[src/rtl/ray_gen.sv]
// ray_gen: per-frame primary-ray generator.
// Scans every pixel of a frame in raster order after a start pulse. For each
// pixel it emits one AXI-stream beat with a float32 ray direction
// (x = h - H/2, y = V/2 - v, z = -FOCAL), the pixel column/row and the
// object-select mask latched at start.
//
// Ports:
//   aclk, areset          clock, synchronous active-high reset
//   start                 frame start pulse, only honoured in IDLE
//   select_objs_in[1:0]   object mask sampled on an accepted start
//   ray_axis_tdata        {z, y, x} float32 ray direction
//   hcount/vcount_axis_tdata  pixel column / row of the beat
//   select_objs           latched mask
//   ray_axis_tvalid/tready    output stream handshake
//   busy                  frame in progress
//   frame_done            one-cycle pulse after the last accepted beat
//
// state | meaning
// ------+------------------------------------------------------------
// IDLE  | waiting for start, both pipeline stages empty
// RUN   | loading pixels into stage A in raster order
// DRAIN | last pixel loaded, waiting for stages A and B to empty

module ray_gen #(
   parameter int SIZE     = 32,
   parameter int H_PIXELS = 320,
   parameter int V_PIXELS = 180,
   parameter int FOCAL    = 256
) (
   input  logic                aclk,
   input  logic                areset,
   input  logic                start,
   input  logic [1:0]          select_objs_in,
   output logic [3*SIZE-1:0]   ray_axis_tdata,
   output logic [10:0]         hcount_axis_tdata,
   output logic [9:0]          vcount_axis_tdata,
   output logic [1:0]          select_objs,
   output logic                ray_axis_tvalid,
   input  logic                ray_axis_tready,
   output logic                busy,
   output logic                frame_done
);

   typedef enum logic [1:0] {IDLE, RUN, DRAIN} state_t;

   state_t             state_q, state_d;
   logic [10:0]        h_q, h_d;
   logic [9:0]         v_q, v_d;
   logic [1:0]         mask_q, mask_d;

   logic               a_valid_q, a_valid_d;
   logic signed [11:0] a_x_q, a_x_d;
   logic signed [11:0] a_y_q, a_y_d;
   logic signed [11:0] a_z_q, a_z_d;
   logic [10:0]        a_h_q, a_h_d;
   logic [9:0]         a_v_q, a_v_d;

   logic               b_valid_q, b_valid_d;
   logic [3*SIZE-1:0]  ray_q, ray_d;
   logic [10:0]        hc_q, hc_d;
   logic [9:0]         vc_q, vc_d;

   logic               frame_done_q, frame_done_d;
   logic               b_load;
   logic               a_take;

   // Exact int -> float32: all legal magnitudes fit in 12 bits, far below the
   // 24-bit significand, so the bits below the MSB are simply left-aligned.
   function automatic logic [31:0] to_f32(input logic signed [11:0] val);
      logic [11:0] mag;
      logic [3:0]  p;
      logic [22:0] mant;
      mag = val[11] ? 12'(-val) : 12'(val);
      p   = 4'd0;
      for (int i = 0; i < 12; i++) begin
         if (mag[i]) p = 4'(i);
      end
      mant = 23'({mag, 23'd0} >> p);
      if (mag == 12'd0) return 32'h0000_0000;
      return {val[11], 8'(8'd127 + {4'd0, p}), mant};
   endfunction

   always_comb begin
      state_d      = state_q;
      h_d          = h_q;
      v_d          = v_q;
      mask_d       = mask_q;
      a_valid_d    = a_valid_q;
      a_x_d        = a_x_q;
      a_y_d        = a_y_q;
      a_z_d        = a_z_q;
      a_h_d        = a_h_q;
      a_v_d        = a_v_q;
      b_valid_d    = b_valid_q;
      ray_d        = ray_q;
      hc_d         = hc_q;
      vc_d         = vc_q;
      frame_done_d = 1'b0;

      b_load = !b_valid_q || ray_axis_tready;
      // Stage A is free next cycle if it is empty or its pixel moves to B now.
      a_take = b_load || !a_valid_q;

      if (b_load) begin
         b_valid_d = a_valid_q;
         if (a_valid_q) begin
            ray_d = {to_f32(a_z_q), to_f32(a_y_q), to_f32(a_x_q)};
            hc_d  = a_h_q;
            vc_d  = a_v_q;
         end
      end

      if (a_take) a_valid_d = 1'b0;

      case (state_q)
         IDLE: begin
            if (start) begin
               state_d = RUN;
               h_d     = '0;
               v_d     = '0;
               mask_d  = select_objs_in;
            end
         end
         RUN: begin
            if (a_take) begin
               a_valid_d = 1'b1;
               a_x_d     = 12'(h_q) - 12'(H_PIXELS / 2);
               a_y_d     = 12'(V_PIXELS / 2) - 12'(v_q);
               a_z_d     = 12'd0 - 12'(FOCAL);
               a_h_d     = h_q;
               a_v_d     = v_q;
               if (h_q == 11'(H_PIXELS - 1)) begin
                  h_d = '0;
                  if (v_q == 10'(V_PIXELS - 1)) begin
                     v_d     = '0;
                     state_d = DRAIN;
                  end else begin
                     v_d = v_q + 10'd1;
                  end
               end else begin
                  h_d = h_q + 11'd1;
               end
            end
         end
         DRAIN: begin
            // Leave on the edge that accepts the final beat so frame_done
            // lands in the very next cycle.
            if (!a_valid_d && !b_valid_d) begin
               state_d      = IDLE;
               frame_done_d = 1'b1;
            end
         end
         default: state_d = IDLE;
      endcase
   end

   always_ff @(posedge aclk) begin
      if (areset) begin
         state_q      <= IDLE;
         h_q          <= '0;
         v_q          <= '0;
         mask_q       <= '0;
         a_valid_q    <= 1'b0;
         a_x_q        <= '0;
         a_y_q        <= '0;
         a_z_q        <= '0;
         a_h_q        <= '0;
         a_v_q        <= '0;
         b_valid_q    <= 1'b0;
         ray_q        <= '0;
         hc_q         <= '0;
         vc_q         <= '0;
         frame_done_q <= 1'b0;
      end else begin
         state_q      <= state_d;
         h_q          <= h_d;
         v_q          <= v_d;
         mask_q       <= mask_d;
         a_valid_q    <= a_valid_d;
         a_x_q        <= a_x_d;
         a_y_q        <= a_y_d;
         a_z_q        <= a_z_d;
         a_h_q        <= a_h_d;
         a_v_q        <= a_v_d;
         b_valid_q    <= b_valid_d;
         ray_q        <= ray_d;
         hc_q         <= hc_d;
         vc_q         <= vc_d;
         frame_done_q <= frame_done_d;
      end
   end

   assign ray_axis_tdata    = ray_q;
   assign hcount_axis_tdata = hc_q;
   assign vcount_axis_tdata = vc_q;
   assign select_objs       = mask_q;
   assign ray_axis_tvalid   = b_valid_q;
   assign busy              = (state_q != IDLE);
   assign frame_done        = frame_done_q;

endmodule

[config.mk]
export PLATFORM = sky130hd
export DESIGN_NAME = ray_gen
export DESIGN_NICKNAME = d
export VERILOG_FILES = /design/src/rtl/ray_gen.sv
export SDC_FILE = /design/constraint.sdc
export NUM_CORES = 1
export LEC_CHECK = 0
export BUFFER_PORTS_ARGS = -buffer_cell sky130_fd_sc_hd__buf_2
export CELL_PAD_IN_SITES_DETAIL_PLACEMENT = 1
export CELL_PAD_IN_SITES_GLOBAL_PLACEMENT = 2
export CORE_UTILIZATION = 29
export DETAILED_ROUTE_END_ITERATION = 10
export PLACE_DENSITY_LB_ADDON = 0.1
export SYNTH_ARGS = -nofsm -noshare
export SYNTH_HDL_FRONTEND = slang
export SYNTH_SLANG_ARGS = --single-unit
[constraint.sdc]
create_clock -name aclk -period 3.2 [get_ports aclk]
set_input_delay 0.16 -clock aclk [delete_from_list [all_inputs] [get_ports aclk]]
set_output_delay 0.16 -clock aclk [all_outputs]
set_load 0.05 [all_outputs]
==> impl_metrics.py <==
metrics = {
    "sta": {
        "fin_setup_tns_ps": 0,
        "finalCritPeriodShare": 0.9754,
        "grt_setup_unrepaired": "yes",
        "drv_slew": 0,
        "hold_violations": 0,
        "max_freq_mhz": 320.4,
        "tightest_slew_ps": 708.3,
        "relSlewSlack": 0.5228,
        "skew_ps": 15.93,
        "min_period_ps": 3121,
        "setup-violations-final": 0,
    },
    "final_layout": {
        "drive_above_1_share": 0.2092,
        "syn2layout_area_growth_pct": 21.73,
        "nets": 1093,
        "final_core_util": 0.3625,
        "fillers": 3105,
        "diodes": 0,
    },
    "placed_design": {
        "portBuffers": 84,
        "place_congestion": 0.8087,
        "dp_hpwl_mm": 17.24,
    },
    "worst_hold_path": {
        "min_path_type": "in -> reg",
        "min_from": "start",
        "worst_hold_path.endpoint": "select_objs[0]",
        "whs_path_depth": 3,
    },
    "outcome": {
        "status": "completed",
    },
    "worst_setup_path": {
        "worstRegToRegCells": 11,
        "r2r_end": "ray_axis_tdata[52]",
        "criticalPathCategory": "reg -> reg",
        "required_ps": 3550,
        "reg2reg_from": "a_y_q[1]",
        "cp_data_arrival_time_ps": 3470,
        "rrSetupSlack_ps": 80,
        "crit_path_end_kind": "register",
        "critical_path.max_fanout": 5,
        "start_kind": "register",
    },
    "detailed_routing": {
        "viasPerCell": 4.851,
        "firstDrtPassIters": 4,
        "routed_wl_mm": 23.12,
        "wl_per_cell_um": 16.28,
        "num_vias": 6888,
        "drcViolationCount": 0,
        "ant_nets": 0,
        "drtIter0Drc": 340,
    },
    "clock_network": {
        "cts_root_buf": "clkbuf_16",
        "clk_pin_slew_worst_paths_ps": 70,
        "cts_tree": "done",
        "clock_latency_ps": 430,
        "htree_levels": 4,
        "clock_sinks": 135,
        "cts_buffers": 17,
        "cts_buffer_depth": 2,
    },
    "floorplan": {
        "die_area_um2": 26660,
        "ios": 128,
        "fp.dieW_um": 163.3,
        "die_height_um": 163.3,
        "floorplan.rows": 58,
        "initial_core_util": 0.2978,
        "design.core.area_um2": 25330,
    },
    "logic_synthesis": {
        "synth_edf_count": 0,
        "yosysSeqAreaShare": 0.3583,
        "netlist_instances": 979,
        "avgSynthCellArea_um2": 7.704,
        "ys_ff_latch": 135,
        "synth_cell_types": 73,
        "synthFlopType": "dfxtp_1",
        "synth_warnings": 0,
        "netlist_area_um2": 7542,
        "ys_async_sr_fraction": 0,
    },
    "grt": {
        "gr-total-overflow": 0,
        "grt_usage": 0.1792,
        "grt_max_degree": 50,
        "grt_first_pass_wirelength_mm": 37.86,
        "antenna_found_initial": 0,
        "grt_pass1_vias": 6928,
    },
    "pwr": {
        "leakage_uw": 0.003746,
        "power_uw": 5496,
        "power.density_nw_per_um2": 598.6,
        "ir_worst_vdd_mv": 0.2825,
    },
    "flow_run": {
        "timing.max_cap.violations": 0,
    },
}
==> metal layers <==
metal | vias up | GRT usage | part of all wire
li1 | 3511 | - | -
met5 | - | 0 | 0
met4 | 0 | 0.04333 | 0.0093
met1 | 3219 | 0.2448 | 0.51
met2 | 139 | 0.2914 | 0.45
met3 | 19 | 0.02946 | 0.032
==> layout make-up <==
class	instances	area, µm²	area share
clock buffer	17	425.4	0.04633
inverter	25	101.3	0.01104
timing repair buffer	158	1016	0.1107
tap	330	412.9	0.04497
multi-input combinational	740	4333	0.4719
sequential	135	2710	0.2952
clock inverter	15	182.7	0.01990
==> sequential cells by signal, summed over array words and instances, names as in the netlist <==
| name | cells |
|---|---|
| ray_axis_tdata | 47 |
| v_q | 10 |
| a_h_q | 6 |
| select_objs | 2 |
| a_valid_q | 1 |
| hcount_axis_tdata | 11 |
| frame_done | 1 |
| state_q | 2 |
| a_x_q | 12 |
| a_v_q | 9 |
| h_q | 11 |
| ray_axis_tvalid | 1 |
| a_z_q | 1 |
| a_y_q | 11 |
| vcount_axis_tdata | 10 |
==> Yosys cell counts, types with 16 or more instances <==
cell / instances / area share
a21oi_1: 87 / 0.058
and2_1: 17 / 0.014
buf_4: 49 / 0.049
clkbuf_1: 57 / 0.028
dfxtp_1: 135 / 0.36
inv_1: 24 / 0.012
mux2i_1: 18 / 0.024
nand2_1: 154 / 0.077
nor2_1: 94 / 0.047
nor3_1: 16 / 0.011
o21ai_0: 43 / 0.029
xnor2_1: 27 / 0.031
xor2_1: 21 / 0.024
==> what timing repair did <==
action                     CTS  global route
hold buffers                 2             0
gates resized for setup      2            19
hold endpoints to repair     2             0
pin swaps                    0             6
setup endpoints to repair    1            13
buffers inserted             0             6
==> worst max-delay path by stage <==
stage	start	slack [ps]	to
3_5_place_dp	a_y_q[1]	8	ray_axis_tdata[52]
2_1_floorplan	a_y_q[0]	-60	ray_axis_tdata[52]
5_1_grt	a_y_q[1]	-30	ray_axis_tdata[52]
6_report	a_y_q[1]	80	ray_axis_tdata[52]
3_3_place_gp	a_y_q[1]	80	ray_axis_tdata[52]
4_1_cts	a_y_q[0]	30	ray_axis_tdata[52]
==> per-stage QoR <==
stage	instance area, µm²	instances	setup WS, ps	hold slack [ps]
6_report	9181	1420	78.87	45.45
3_3_place_gp	8426	1380	81.64	419.8
4_1_cts	9057	1414	30.68	32.10
5_1_grt	9181	1420	-26.06	41.23
2_1_floorplan	7756	1021	-57.48	307.6
3_5_place_dp	8426	1380	7.787	424.6
==> power breakdown <==
| part | switching [µW] | internal (µW) |
|---|---|---|
| clock | 858 | 1180 |
| sequential | 63.7 | 1740 |
| combinational | 1020 | 629 |
==> critical path, stage by stage (launching register included) <==
cell	delay (ps)
dfxtp_4	360
or4_4	550
or4_4	530
o211ai_1	140
a221oi_2	110
nand2b_4	170
and2_4	180
inv_6	70
mux2i_4	240
a2111oi_2	70
or4_1	520
nor3_2	110
==> placed cells by master, fill, tap and decap left out, types with 15 or more instances in the layout <==
cell / n
nand2_1: 154
xor2_1: 21
a21oi_1: 86
xnor2_1: 27
and2_1: 17
mux2i_1: 16
clkbuf_16: 17
buf_4: 69
dfxtp_1: 133
buf_2: 83
conb_1: 43
inv_1: 21
o21ai_0: 41
nor3_1: 15
nor2_1: 94
==> kinds of logic after synthesis <==
group	after synthesis	synth area share
multiplexers	24	0.03285
other	1	0.0004972
AND/OR/NAND/NOR	376	0.2314
flip-flops	135	0.3583
adder cells (fa/ha/maj)	10	0.01659
XOR/XNOR	48	0.05574
AO/OA/AOI/OAI	239	0.2037
buffers and inverters	146	0.1009
Power figures use the tool's default switching activity.
